$ cat config.mk
export PLATFORM = sky130hd
export DESIGN_NAME = rf_writeback_arb
export DESIGN_NICKNAME = d
export VERILOG_FILES = /design/src/rtl/rf_writeback_arb.sv
export SDC_FILE = /design/constraint.sdc
export NUM_CORES = 1
export LEC_CHECK = 0
export CORE_ASPECT_RATIO = 0.8
export CORE_MARGIN = 3
export CORE_UTILIZATION = 50
export DETAILED_ROUTE_END_ITERATION = 8
export HOLD_SLACK_MARGIN = 0.06
export MAX_ROUTING_LAYER = met4
export PLACE_DENSITY = 0.86
export SLEW_MARGIN = 25
export SYNTH_ARGS = -nofsm -noshare
export SYNTH_HDL_FRONTEND = slang
export SYNTH_SLANG_ARGS = --single-unit
$ cat constraint.sdc
create_clock -name clk_i -period 8.02 [get_ports clk_i]
set_input_delay 1.203 -clock clk_i [delete_from_list [all_inputs] [get_ports clk_i]]
set_output_delay 1.203 -clock clk_i [all_outputs]
set_load 0.005 [all_outputs]
$ cat src/rtl/rf_writeback_arb.sv
// Write-back arbiter feeding the register-file write port: merges ALU results with
// formatted load responses, buffering loads in a small FIFO while the ALU holds the port.
module rf_writeback_arb #(
    parameter int unsigned FIFO_DEPTH = 2
) (
    input  logic        clk_i,
    input  logic        rst_i,
    input  logic        alu_valid_i,
    input  logic [4:0]  alu_addr_i,
    input  logic [31:0] alu_data_i,
    output logic        alu_ready_o,
    input  logic        lsu_valid_i,
    input  logic [4:0]  lsu_addr_i,
    input  logic [31:0] lsu_rdata_i,
    input  logic [1:0]  lsu_size_i,
    input  logic        lsu_unsigned_i,
    input  logic [1:0]  lsu_offset_i,
    output logic        lsu_ready_o,
    output logic        write_enable_o,
    output logic [4:0]  write_addr_o,
    output logic [31:0] write_data_o,
    output logic [31:0] pending_o
);

    localparam int unsigned PtrW = (FIFO_DEPTH > 1) ? $clog2(FIFO_DEPTH) : 1;
    localparam logic [PtrW-1:0] LastPtr = PtrW'(FIFO_DEPTH - 1);

    logic [31:0]           r_fifo_data [FIFO_DEPTH];
    logic [4:0]            r_fifo_addr [FIFO_DEPTH];
    logic [FIFO_DEPTH-1:0] r_fifo_vld;
    logic [PtrW-1:0]       r_wr_ptr;
    logic [PtrW-1:0]       r_rd_ptr;
    logic                  r_we;
    logic [4:0]            r_waddr;
    logic [31:0]           r_wdata;

    logic                  w_full;
    logic                  w_empty;
    logic [7:0]            w_byte;
    logic [15:0]           w_half;
    logic [31:0]           w_load_data;
    logic                  w_win_vld;
    logic [4:0]            w_win_addr;
    logic [31:0]           w_win_data;
    logic                  w_push;
    logic                  w_pop;
    logic [PtrW-1:0]       w_wr_ptr_nxt;
    logic [PtrW-1:0]       w_rd_ptr_nxt;
    logic [31:0]           w_pending;

    assign w_full  = &r_fifo_vld;
    assign w_empty = ~|r_fifo_vld;

    assign alu_ready_o = !w_full && !rst_i;
    assign lsu_ready_o = !w_full && !rst_i;

    assign w_wr_ptr_nxt = (r_wr_ptr == LastPtr) ? '0 : r_wr_ptr + 1'b1;
    assign w_rd_ptr_nxt = (r_rd_ptr == LastPtr) ? '0 : r_rd_ptr + 1'b1;

    // Load extraction and extension, done before buffering.
    always_comb begin
        w_byte = 8'h00;
        case (lsu_offset_i)
            2'd0:    w_byte = lsu_rdata_i[7:0];
            2'd1:    w_byte = lsu_rdata_i[15:8];
            2'd2:    w_byte = lsu_rdata_i[23:16];
            default: w_byte = lsu_rdata_i[31:24];
        endcase
        w_half = lsu_offset_i[1] ? lsu_rdata_i[31:16] : lsu_rdata_i[15:0];
        case (lsu_size_i)
            2'b00:   w_load_data = lsu_unsigned_i ? {24'h0, w_byte}
                                                  : {{24{w_byte[7]}}, w_byte};
            2'b01:   w_load_data = lsu_unsigned_i ? {16'h0, w_half}
                                                  : {{16{w_half[15]}}, w_half};
            default: w_load_data = lsu_rdata_i;
        endcase
    end

    always_comb begin
        w_win_vld  = 1'b0;
        w_win_addr = 5'd0;
        w_win_data = 32'h0;
        w_push     = 1'b0;
        w_pop      = 1'b0;
        if (w_full) begin
            w_win_vld  = 1'b1;
            w_win_addr = r_fifo_addr[r_rd_ptr];
            w_win_data = r_fifo_data[r_rd_ptr];
            w_pop      = 1'b1;
        end else if (alu_valid_i) begin
            w_win_vld  = 1'b1;
            w_win_addr = alu_addr_i;
            w_win_data = alu_data_i;
            w_push     = lsu_valid_i;
        end else if (!w_empty) begin
            w_win_vld  = 1'b1;
            w_win_addr = r_fifo_addr[r_rd_ptr];
            w_win_data = r_fifo_data[r_rd_ptr];
            w_pop      = 1'b1;
            w_push     = lsu_valid_i;
        end else if (lsu_valid_i) begin
            w_win_vld  = 1'b1;
            w_win_addr = lsu_addr_i;
            w_win_data = w_load_data;
        end
    end

    // Pop and push never target the same slot, so both valid-bit updates can coexist.
    always_ff @(posedge clk_i) begin
        if (rst_i) begin
            r_fifo_vld <= '0;
            r_wr_ptr   <= '0;
            r_rd_ptr   <= '0;
            r_we       <= 1'b0;
            r_waddr    <= 5'd0;
            r_wdata    <= 32'h0;
        end else begin
            r_we <= w_win_vld && (w_win_addr != 5'd0);
            if (w_win_vld) begin
                r_waddr <= w_win_addr;
                r_wdata <= w_win_data;
            end
            if (w_pop) begin
                r_fifo_vld[r_rd_ptr] <= 1'b0;
                r_rd_ptr             <= w_rd_ptr_nxt;
            end
            if (w_push) begin
                r_fifo_vld[r_wr_ptr] <= 1'b1;
                r_wr_ptr             <= w_wr_ptr_nxt;
            end
        end
    end

    always_ff @(posedge clk_i) begin
        if (!rst_i && w_push) begin
            r_fifo_data[r_wr_ptr] <= w_load_data;
            r_fifo_addr[r_wr_ptr] <= lsu_addr_i;
        end
    end

    always_comb begin
        w_pending = 32'h0;
        for (int i = 0; i < FIFO_DEPTH; i++) begin
            if (r_fifo_vld[i]) begin
                w_pending[r_fifo_addr[i]] = 1'b1;
            end
        end
        w_pending[0] = 1'b0;
    end

    assign pending_o      = w_pending;
    assign write_enable_o = r_we;
    assign write_addr_o   = r_waddr;
    assign write_data_o   = r_wdata;

endmodule

* Word-level counts from Yosys, hierarchy flattened
Memories as Yosys holds them, arrays and structs flattened. A register that Yosys moved wholly into a read port is not among the register bits.
Cells that the tools add are included.
** Cells by class
- Add/sub/neg operators :: 2
- $lt $le $gt $ge :: 8
- Equal/unequal tests :: 3
- Mux-type cells :: 44
- Bitwise gates (word level) :: 4
- Reduce and logical (&&, ||, !) cells :: 14
** Operators by type and width (count)
- 32-bit two-way mux :: 8
- 32-bit case mux with 2 select lines :: 1
- 32-bit bitwise OR :: 1
- 8-bit case mux with 3 select lines :: 1
- 1-bit two-way mux :: 22
- 5-bit two-way mux :: 4
- 16-bit two-way mux :: 1
- 5-bit by 6-bit less-than comparator with 1-bit output, second input constant :: 2
- 1-bit demux with 5-bit select :: 2
- 5-bit by 1-bit greater-or-equal comparator with 1-bit output, second input constant :: 2
- 1-bit logical AND :: 7
- 2-bit two-way mux :: 3
- 5-bit nonzero test :: 1
- 2-bit by 1-bit == test with 1-bit output, second input constant :: 2
- 2-bit logical NOT :: 2
- 1-bit by 2-bit less-than comparator with 1-bit output, second input constant :: 2
- 1-bit adder, second input constant :: 2
- 2-bit AND :: 1
- 1-bit demux with 1-bit select :: 2
- 2-bit == test, second input constant :: 1
- 1-bit greater-or-equal comparator, second input constant :: 2
- 1-bit logical NOT :: 2
- 2-bit inverter :: 1
- 2-bit bitwise OR :: 1
- other kinds (2) :: 2
** Storage, ports and cells
- Register bits after elaboration :: 42
- Memory bits (writable) :: 74
- Bits of input ports :: 83
- Word-level logic and storage cells :: 83
- Memories :: 2
** Memory list
- r_fifo_data :: depth 2, width 32, rd ports 1, clocked after memory_dff 1, wr ports 1, RTL line 28 : logic [31:0] r_fifo_data [FIFO_DEPTH];
- r_fifo_addr :: depth 2, width 5, rd ports 3, clocked after memory_dff 1, wr ports 1, RTL line 29 : logic [4:0] r_fifo_addr [FIFO_DEPTH];

* Logic depth before layout (Yosys ltp)
Gate-level depths: netlist of run 1.
- Word-level depth :: 10
- Depth in mapped cells :: 7
- Gate-level depth less buffers :: 5

* Least setup slack after synthesis of run 1
OpenSTA, ideal clock, no wires.
- Kind :: input port to flip-flop
- Start :: input port rst_i
- End :: memory r_fifo_addr[0][0], enable pin
- Arrival time :: 3148 ps
- Data required time :: 7587 ps
- Path slack :: 4439 ps
- Stages :: 3
- Buffers on the path :: 0
- Cell sequence :: a21oi_1 nand3_1 nor2_1
** On the way
- Longest elaborated chain between the ends :: 4
** RTL lines
- from (decl) :: RTL line 7 : input logic rst_i,
- 1-bit logical NOT :: RTL line 135 : if (!rst_i && w_push) begin
- 1-bit logical AND :: RTL line 135
- 1-bit two-way mux :: RTL line 135
- 1-bit two-way mux (implied by the code) :: RTL line 137 : r_fifo_addr[r_wr_ptr] <= lsu_addr_i;
- to (decl) :: RTL line 29
Every way passes these cells.

* Worst setup path after layout of run 1
- Start :: input port rst_i
- End :: output port lsu_ready_o
** On the way
- Longest elaborated chain between the ends :: 2
** RTL lines
- 1-bit logical NOT :: RTL line 55 : assign lsu_ready_o = !w_full && !rst_i;
- 1-bit logical AND :: RTL line 55
- to (decl) :: RTL line 18 : output logic lsu_ready_o,
Every way passes these cells.

==> run_results.csv, run 1 <==
group,metric,value,unit
status,outcome,"finished, final reports clean",
critical_path,crit_path_frequent_cell,"clkdlybuf4s50_1",
routing,wl_per_cell,21.5,µm
cts,clkLatencyLatePin,0.41,ns
timing,fin_crit_sh,47.6,%
place,place_area,7450,µm²
logic_synthesis,synth.distinct_cells,48,
routing,vias,5474,
timing,period_minus_slack,3.82,ns
routing,firstDrtPassIters,5,
global_route,antenna_found_initial,0,
place,dp_cells,829,
routing,drtIter0Drc,815,
routing,viasPerCell,6.36,
logic_synthesis,synth_nets,654,
critical_path,cp_num_buf_inv,3,
power,clock_power_share,41.4,%
critical_path,path_max_fanout,24,
logic_synthesis,ys_ff_latch,117,
routing,drc_errors,0,
critical_path,critPathSlowestCell,"clkdlybuf4s50_1",
global_route,grt_start_max_net_pins,38,
layout,nNetsFinal,787,
floorplan,die_h,103,µm
timing,clock_skew,0.00504,ns
floorplan,core_area,11100,µm²
global_route,grt_pass1_vias,5229,
floorplan,rows,34,
critical_path,reg2reg_slack,5.63,ns
power,swShare,26.9,%
floorplan,start_util,52.4,%
layout,fin_cells,861,
critical_path,worst-path-stages,4,
critical_path,critPathMaxStageDelay,0.56,ns
timing,rsz0062_at_grt,"no",
layout,num_antenna_cells,0,
job,drv_cap,0,
timing,hold_violations,0,
logic_synthesis,avgSynthCellArea,10.2,µm²
logic_synthesis,yosysTopAreaCell,"edfxtp_1",
critical_path,start_kind,"primary input",
cts,root_buffer,"clkbuf_16",
critical_path,timing.rr.start,"r_fifo_vld[1]",
critical_path,worstPathArrival,2.61,ns
timing,max_slew_margin,32.1,%
cts,clkSinkCount,117,
place,gp_congestion,0.921,
power,powerDensity,217,nW/µm²
logic_synthesis,ys.flop_type,"edfxtp_1",
critical_path,critPathKind,"in2out",
logic_synthesis,yosysMostFrequentCell,"edfxtp_1",
global_route,overflow,0,
power,finalPower,1.74,mW
logic_synthesis,syn_inst,571,
floorplan,ios,155,
logic_synthesis,ys.warnings.count,0,
logic_synthesis,async_reset_ff_share,0,%
routing,ant_nets,0,
cts,cts_buffers,17,
timing,finalSetupTns,0,ns
critical_path,cp-startpoint,"rst_i",
place,dpl_worst_slack,4.22,ns
global_route,grt_pass1_wl,28200,µm
cts,cts_tree,"built",
critical_path,worstReg2RegEnd,"write_enable_o",
floorplan,dieArea,13000,µm²
critical_path,end_kind,"primary output",
global_route,grt_use_total,28.8,%
critical_path,crit_path_cell_trace,"clkdlybuf4s50_1 -> buf_4 -> a21oi_1 -> clkdlybuf4s50_1",
critical_path,crit_required,6.82,ns
layout,drive_gt1_share,11.7,%
critical_path,critPathTopFamily,"buffers and inverters",
power,switchingPower,0.467,mW
hold_path,hold_path_class,"reg2reg",
power,ir_drop,0.147,mV
place,hpwl,12800,µm
logic_synthesis,ys_seq_area_share,52.8,%
timing,finalWorstSetupSlack,4.20,ns
cts,cts_resized,0,
layout,area_growth,37.4,%
power,pwr-share-comb,17.0,%
critical_path,reg2regPathDepth,5,
logic_synthesis,synth_top_area_share,38.1,%
timing,setup_viol,0,
layout,design_area,8020,µm²
cts,cts_buffer_depth,2,
cts,clk_pin_slew,0.05,ns
place,io_buffers,153,
logic_synthesis,yosys-top-cells-count,"edfxtp_1 (74), o21ai_0 (57), a21oi_1 (53)",
logic_synthesis,syn_area,5840,µm²
routing,drt-total-wl,18500,µm
power,p_int,1.27,mW
cts,post-cts-setup-buffers,0,
logic_synthesis,synth_edf_count,74,
floorplan,die_w,127,µm
timing,tightest_slew,1.02,ns
critical_path,crit_end,"lsu_ready_o",
power,p_leak,2.73,nW
power,pwr-share-seq,41.6,%
cts,holdBufCountCts,0,
cts,h-tree-depth,4,
timing,report.final.slew_viol_count,0,
logic_synthesis,synth.area.top_cells,"edfxtp_1 (38%), dfxtp_1 (15%), o21ai_0 (4.9%)",
timing,fmax,262,MHz
[final cells by class]
type / count / area [µm²]
clock buffers: 18 / 439
clock inverters: 14 / 129
fillers: 767 / 3120
inverters: 5 / 18.8
multi-input cells: 404 / 2550
flip-flops and latches: 117 / 3090
well taps: 144 / 180
repair buffers: 159 / 1620
[placed cells by master (no fill, tap or decap), types with 17 or more instances in the layout]
| cell | n |
|---|---|
| a21oi_1 | 53 |
| clkbuf_16 | 17 |
| clkdlybuf4s50_1 | 153 |
| dfxtp_1 | 42 |
| edfxtp_1 | 74 |
| mux2_2 | 17 |
| mux2i_1 | 23 |
| nand2_1 | 39 |
| nor2_1 | 30 |
| o21ai_0 | 57 |
| o22ai_1 | 31 |
[cells by family after synthesis]
group                      after synthesis  synth area share [%]
xor gates and xnor gates                 1                 0.150
AOI/OAI and AO/OA                      200                  20.7
and+or+nand+nor                        158                  14.2
DFF                                    117                  52.8
buffers and inverters                   50                  3.90
muxes                                   41                  7.67
other                                    1                0.0642
adders and majority gates                3                 0.514
[worst min path at each step]
stage | startpoint | to | slack, ns | depth (start not counted)
finish | write_addr_o[3] | write_addr_o[3] | 0.48 | 2
global route | write_addr_o[2] | write_addr_o[2] | 0.50 | 2
CTS | write_addr_o[2] | write_addr_o[2] | 0.47 | 2
detailed placement | write_addr_o[2] | write_addr_o[2] | 0.46 | 2
global placement | write_data_o[24] | write_data_o[24] | 0.45 | 2
floorplan | write_data_o[24] | write_data_o[24] | 0.45 | 2
[flip-flops by register name (all words and copies together), names as in the netlist, named ones only]
name and flops:
r_fifo_vld 2, r_fifo_addr 10, write_data_o 32, r_rd_ptr 1, write_addr_o 5, r_fifo_data 64
write_enable_o 1, r_wr_ptr 1
[per-layer routing]
metal	wire length (µm)	share of wire, %	global-route usage (%)	up-vias
met3	1790	9.7	5.70	43
met2	8480	46	44.5	372
met1	7800	42	38.4	2629
met5	0	0	-	-
li1	-	-	-	2430
met4	456	2.5	10.4	0
[per-stage QoR]
stage               hold slack, ns  util (%)
global route                 0.500      72.0
finish                       0.476      72.0
detailed placement           0.462      66.9
floorplan                    0.449         -
global placement             0.449      66.3
CTS                          0.468      72.0
[power groups by stage]
stage                     combinational (mW)  clock [mW]  sequential (mW)
after detailed placement               0.289           0            0.734
after global placement                 0.277           0            0.731
after CTS                              0.293       0.720            0.722
after floorplan                        0.161           0            0.716
after global routing                   0.317       0.751            0.727
final                                  0.296       0.720            0.723
[worst register-to-register path: stages (launching register included)]
cell,delay [ns]
dfxtp_1,0.50
or3_4,0.54
nor2_8,0.46
a222oi_1,0.26
and3_1,0.25
a311oi_1,0.28
(Power assumes the default switching activity.)
==> run 2: changes to the inputs <==
--- a/config.mk
+++ b/config.mk
@@ -7,11 +7,11 @@
 export LEC_CHECK = 0
 export CORE_ASPECT_RATIO = 0.8
 export CORE_MARGIN = 3
-export CORE_UTILIZATION = 50
+export CORE_UTILIZATION = 49
 export DETAILED_ROUTE_END_ITERATION = 8
 export HOLD_SLACK_MARGIN = 0.06
 export MAX_ROUTING_LAYER = met4
-export PLACE_DENSITY = 0.86
+export PLACE_DENSITY = 0.85
 export SLEW_MARGIN = 25
 export SYNTH_ARGS = -nofsm -noshare
 export SYNTH_HDL_FRONTEND = slang
==> constraint.sdc (replaced) <==
create_clock -name clk_i -period 3.6 [get_ports clk_i]
set_input_delay 0.54 -clock clk_i [delete_from_list [all_inputs] [get_ports clk_i]]
set_output_delay 0.54 -clock clk_i [all_outputs]
set_load 0.005 [all_outputs]
==> run_results.csv, run 2 (same netlist as run 1, synthesis figures left out) <==
group,metric,value,unit
timing,fin_crit_sh,83.7,%
timing,hold_violations,0,
cts,clkLatencyLatePin,0.41,ns
floorplan,ios,155,
place,hpwl,12700,µm
routing,drtIter0Drc,569,
floorplan,rows,35,
power,p_int,3.01,mW
place,dp_cells,840,
critical_path,end_kind,"primary output",
power,pwr-share-comb,17.0,%
timing,fmax,332,MHz
layout,nNetsFinal,794,
critical_path,crit_required,3.06,ns
routing,ant_nets,0,
cts,cts_buffer_depth,2,
layout,nFillCells,835,
cts,clk_pin_slew,0.05,ns
floorplan,core_area,11600,µm²
cts,clkSinkCount,117,
place,dpl_worst_slack,0.766,ns
timing,period_minus_slack,3.01,ns
layout,fin_cells,872,
timing,finalSetupTns,0,ns
floorplan,dieArea,13300,µm²
cts,cts_resized,0,
global_route,antenna_found_initial,0,
status,outcome,"finished, final reports clean",
routing,vias,5488,
place,gp_congestion,0.892,
cts,h-tree-depth,4,
layout,final_common_cell,"clkdlybuf4s50_1",
power,pwr-share-seq,40.1,%
floorplan,die_w,128,µm
timing,max_slew_margin,56.9,%
layout,num_antenna_cells,0,
routing,drc_errors,0,
global_route,overflow,0,
routing,drt-total-wl,18200,µm
floorplan,die_h,104,µm
hold_path,hold_path_class,"reg2reg",
layout,top_register,"r_fifo_data",
power,clock_power_share,42.9,%
critical_path,worstPathArrival,2.47,ns
timing,clock_skew,0.00642,ns
layout,final_cell_mix,"clkdlybuf4s50_1 (153), edfxtp_1 (74), o21ai_0 (57)",
power,powerDensity,493,nW/µm²
layout,drive_gt1_share,11.5,%
power,ir_drop,0.338,mV
timing,finalWorstSetupSlack,0.588,ns
routing,viasPerCell,6.29,
job,drv_cap,0,
global_route,grt_use_total,27.9,%
timing,rsz0062_at_grt,"no",
timing,setup_viol,0,
global_route,grt_pass1_vias,5362,
global_route,grt_pass1_wl,28400,µm
routing,firstDrtPassIters,5,
critical_path,critPathKind,"reg2out",
cts,cts_tree,"built",
global_route,grt_start_max_net_pins,30,
cts,holdBufCountCts,0,
routing,wl_per_cell,20.9,µm
cts,post-cts-setup-buffers,0,
layout,largest_reg_flops,64,
layout,area_growth,38.5,%
critical_path,path_max_fanout,16,
cts,root_buffer,"clkbuf_16",
place,io_buffers,153,
power,switchingPower,0.977,mW
critical_path,start_kind,"flop",
power,swShare,24.5,%
floorplan,start_util,50.5,%
layout,seq_area,3080,µm²
timing,tightest_slew,0.646,ns
timing,report.final.slew_viol_count,0,
cts,cts_buffers,17,
power,p_leak,2.78,nW
layout,multiInputGateArea,2550,µm²
[run 2: cell count changes in the layout (fill, tap and decap cells not counted), moves of 3 or more]
cell | before | now
bufinv_16 | 1 | 4
clkinv_1 | 1 | 6
clkinvlp_4 | 3 | 0
inv_6 | 3 | 0
clkinv_4 | 4 | 1
buf_4 | 4 | 11
[run 2: layout make-up]
cell class | count | area share [%]
clock buffer | 19 | 5.35
clock inverter | 13 | 2.01
inverter | 5 | 0.232
multi-input combinational | 404 | 31.5
sequential | 117 | 38.1
tap | 148 | 2.29
timing repair buffer | 166 | 20.5
[run 2: power by group through the flow]
stage	Sequential (mW)	Combinational, mW	Clock, mW
floorplan	1.59	0.358	0
global placement	1.62	0.636	0
detailed placement	1.62	0.654	0
CTS	1.60	0.666	1.72
global route	1.61	0.724	1.78
finish	1.60	0.675	1.71
[run 2: path summary, 6_finish.rpt]
kind / from / to / slack, ns / cells after the start
hold reg to reg: write_addr_o[4] / write_addr_o[4] / 0.46 / 2
setup reg to reg: r_fifo_vld[1] / r_fifo_data[1][10] / 1.28 / 4
setup / recovery: r_fifo_vld[0] / pending_o[8] / 0.59 / 3
hold / removal: write_addr_o[4] / write_addr_o[4] / 0.46 / 2
[run 2: critical path, stage by stage (launching register included)]
cell and delay, ns:
dfxtp_1 0.67, or3b_2 0.61, o22ai_1 0.25, clkdlybuf4s50_1 0.54
[run 2: through the flow]
step	instance area (µm²)	hold slack (ns)	power [mW]	utilization, %
after floorplan	5840	0.449	1.95	-
after global placement	7490	0.452	2.25	64.8
after detailed placement	7490	0.458	2.28	64.8
after CTS	8090	0.465	3.99	70.0
after global routing	8090	0.503	4.11	70.0
final	8090	0.462	3.98	70.0
[run 2: layer usage]
metal	track usage, %	part of all wire [%]	up-vias
li1	-	-	2445
met1	35.2	39	2580
met2	42.8	47	419
met3	8.40	12	44
met4	10.0	2.2	0
met5	-	0	-
==> run 3: changes to the inputs <==
--- a/config.mk
+++ b/config.mk
@@ -7,11 +7,11 @@
 export LEC_CHECK = 0
 export CORE_ASPECT_RATIO = 0.8
 export CORE_MARGIN = 3
-export CORE_UTILIZATION = 49
+export CORE_UTILIZATION = 44
 export DETAILED_ROUTE_END_ITERATION = 8
 export HOLD_SLACK_MARGIN = 0.06
 export MAX_ROUTING_LAYER = met4
-export PLACE_DENSITY = 0.85
+export PLACE_DENSITY = 0.8
 export SLEW_MARGIN = 25
 export SYNTH_ARGS = -nofsm -noshare
 export SYNTH_HDL_FRONTEND = slang
==> constraint.sdc (replaced) <==
create_clock -name clk_i -period 2.5 [get_ports clk_i]
set_input_delay 0.375 -clock clk_i [delete_from_list [all_inputs] [get_ports clk_i]]
set_output_delay 0.375 -clock clk_i [all_outputs]
set_load 0.005 [all_outputs]
==> run_results.csv, run 3 (same netlist as run 1, synthesis figures left out) <==
group,metric,value,unit
place,hpwl,12500,µm
timing,setup_viol,0,
global_route,grt_start_max_net_pins,30,
layout,num_antenna_cells,0,
routing,wl_met1,7750,µm
layout,utilization,67.0,%
layout,multiInputGateArea,2590,µm²
global_route,antenna_found_initial,0,
timing,fmax,402,MHz
cts,clkSinkCount,117,
layout,design_area,8420,µm²
place,dpl_worst_slack,-0.00209,ns
critical_path,end_kind,"primary output",
place,gp_congestion,0.900,
timing,period_minus_slack,2.49,ns
timing,hold_slack,0.466,ns
timing,clock_skew,0.0116,ns
power,powerDensity,700,nW/µm²
routing,firstDrtPassIters,7,
floorplan,start_util,46.5,%
layout,final_cell_mix,"clkdlybuf4s50_1 (151), edfxtp_1 (74), o21ai_0 (57)",
cts,root_buffer,"clkbuf_16",
floorplan,rows,36,
critical_path,start_kind,"flop",
routing,drtIter0Drc,535,
floorplan,die_w,135,µm
floorplan,die_h,109,µm
power,ir_drop,0.486,mV
floorplan,dieArea,14700,µm²
critical_path,crit_required,2.12,ns
layout,top_register,"r_fifo_data",
hold_path,hold_depth,2,
critical_path,worstPathArrival,2.11,ns
cts,clk_pin_slew,0.06,ns
floorplan,ios,155,
routing,wl_per_cell,19.6,µm
layout,seq_area,3080,µm²
cts,cts_tree,"built",
timing,max_slew_margin,58.2,%
global_route,grt_pass1_wl,27400,µm
job,drv_cap,0,
layout,nFillCells,874,
routing,vias,5443,
routing,ant_nets,0,
timing,hold_violations,0,
cts,cts_buffers,17,
cts,holdBufCountCts,0,
global_route,grt_pass1_vias,5211,
routing,topRoutingLayerUsed,"met4",
hold_path,hold_path_class,"reg2reg",
routing,drt-total-wl,18100,µm
power,p_leak,2.98,nW
cts,h-tree-depth,4,
routing,viasPerCell,5.90,
timing,fin_crit_sh,99.5,%
status,outcome,"finished, final reports clean",
global_route,overflow,0,
routing,drc_errors,0,
timing,tightest_slew,0.627,ns
layout,drive_gt1_share,15.6,%
timing,finalWorstSetupSlack,0.0126,ns
cts,cts_buffer_depth,2,
layout,nNetsFinal,822,
timing,report.final.slew_viol_count,0,
timing,rsz0062_at_grt,"yes",
cts,clkLatencyLatePin,0.42,ns
global_route,grt_use_total,24.7,%
floorplan,core_area,12600,µm²
routing,met3WireLength,1880,µm
critical_path,path_max_fanout,15,
critical_path,reg2regPathDepth,6,
layout,largest_reg_flops,64,
layout,final_common_cell,"clkdlybuf4s50_1",
place,io_buffers,153,
place,place_area,7630,µm²
critical_path,critPathKind,"reg2out",
power,finalPower,5.90,mW
routing,route.met2.wl,8140,µm
layout,area_growth,44.3,%
-- run 3: critical path: stages (launching register included) --
cell and delay, ns:
dfxtp_1 0.34, buf_4 0.23, nand3b_1 0.32, o22ai_1 0.27, clkdlybuf4s50_1 0.54
-- run 3: power breakdown --
part | switching [mW] | total (mW) | internal, mW
clock | 0.840 | 2.60 | 1.76
sequential | 0.0688 | 2.27 | 2.20
combinational | 0.516 | 1.03 | 0.516
-- run 3: layer usage --
| layer | vias to the layer above | GRT usage, % |
|---|---|---|
| met3 | 34 | 6.09 |
| met2 | 329 | 37.4 |
| met1 | 2581 | 32.5 |
| li1 | 2499 | - |
| met4 | 0 | 8.94 |
| met5 | - | - |
-- run 3: layout make-up --
| class | instances | area share, % |
|---|---|---|
| sequential | 117 | 36.6 |
| clock buffer | 21 | 5.23 |
| multi-input combinational | 404 | 30.8 |
| inverter | 5 | 0.223 |
| tap | 171 | 2.54 |
| clock inverter | 11 | 2.15 |
| timing repair buffer | 194 | 22.5 |
-- run 3: what timing repair did --
action / in CTS / in global routing
pin swaps: 0 / 1
setup buffers: 9 / 8
resized for setup: 2 / 10
endpoints found under the setup margin: 13 / 28
-- run 3: metrics by stage --
step,std cells,setup TNS (ns)
3_3_place_gp,874,0
4_1_cts,915,0
6_report,923,0
5_1_grt,923,-0.0345
3_5_place_dp,874,-0.00209
2_1_floorplan,571,-38.41
-- run 3: worst paths after layout --
| path | startpoint | endpoint | slack [ns] |
|---|---|---|---|
| setup / recovery | r_fifo_vld[1] | pending_o[5] | 0.01 |
| hold / removal | write_data_o[24] | write_data_o[24] | 0.47 |
| setup reg to reg | r_fifo_vld[1] | write_data_o[31] | 0.54 |
| hold reg to reg | write_data_o[24] | write_data_o[24] | 0.47 |
==> RTL edit (settings of run 2) <==
Change the parameter `FIFO_DEPTH` from 2 to 8.
--- a/src/rtl/rf_writeback_arb.sv
+++ b/src/rtl/rf_writeback_arb.sv
@@ -1,7 +1,7 @@
 // Write-back arbiter feeding the register-file write port: merges ALU results with
 // formatted load responses, buffering loads in a small FIFO while the ALU holds the port.
 module rf_writeback_arb #(
-    parameter int unsigned FIFO_DEPTH = 2
+    parameter int unsigned FIFO_DEPTH = 8
 ) (
     input  logic        clk_i,
     input  logic        rst_i,
Function: changed (a bounded check fails within 4 cycles, from zero or initial values and one cycle with rst_i high).
==> RTL edit against run 2 <==
- count of clock-buffer cells in the layout grew 15
- sequential cell count increased by 234
- routed wire length grew to 3.0 times the old value
- worst setup slack got worse by 0.44 ns
- total power grew 130%
- final area increased by 140%
- area after synthesis rose to 2.9 times the old value
- utilization shrank 10 points
- die area grew to 2.8 times the old value
- critical path type unchanged
- critical endpoint is now pending_o[7]
==> RTL edit: results (changes against run 2) <==
drt:
  drt-pass1-iter-count: 9  # +4
  drtIter0Drc: 2302  # +300%
  vias_per_cell: 7.44  # +18%
  totalWireLength_microns: 55100  # +200%
global_route:
  antenna_found_initial: 1  # +1
  grt_max_degree: 39  # +30%
placement:
  globalplace.congestion: 0.977  # +9.5%
  dp.cells: 1709  # +100%
  placed_area_sq_um: 18700  # +150%
clock_tree:
  clock_path_buffers: 3  # +1
  cts_max_level: 1  # -3
power:
  vdd.ir_drop.worst_v: 0.000518  # +53%
  combinationalPowerShare_pct: 12.0  # -5.0 points
  p_sw_mw: 2.18  # +120%
worst_setup_path:
  crit_path_start: "r_fifo_addr[0][0]"
  r2r-start: "r_fifo_vld[4]"
  slowest_stage: "or4_1"
  critPathArrivalTime_ns: 2.91  # +0.44 ns
  crit_path_max_incr_delay_ns: 0.62  # -0.05 ns
yosys:
  synth_xor_area_share_pct: 0  # -0.15 points
  synth-compound-area-share_pct: 11.9  # -8.8 points
  avgSynthCellArea_sq_um: 14.0  # +37%
  synth_fa_ha_area_share_pct: 0.298  # -0.22 points
finish:
  fillers: 2396  # +190%
run_status:
  status: "complete, no violations"
## RTL edit: cell type report
cell class,instances,area [sq um],area share (%)
antenna,1,2.50,0.0127
clock inverter,24,216,1.10
tap,427,534,2.70
sequential,351,10000,50.6
clock buffer,34,797,4.03
inverter,5,18.8,0.0950
timing repair buffer,189,1860,9.44
multi-input combinational,737,6330,32.0
## RTL edit: layer usage
| metal | wire length (microns) | up-vias | GRT usage [%] |
|---|---|---|---|
| met5 | 0 | - | - |
| met4 | 2720 | 0 | 11.8 |
| met3 | 8640 | 282 | 8.90 |
| met2 | 24200 | 1319 | 43.2 |
| met1 | 19600 | 6375 | 41.8 |
| li1 | - | 5175 | - |
## RTL edit: final timing paths
| check | cells after the start | slack [ns] | endpoint |
|---|---|---|---|
| max | 4 | 0.15 | pending_o[7] |
| min | 2 | 0.46 | write_data_o[27] |
| max reg2reg | 5 | 0.84 | r_fifo_data[4][27] |
| min reg2reg | 2 | 0.46 | write_data_o[27] |
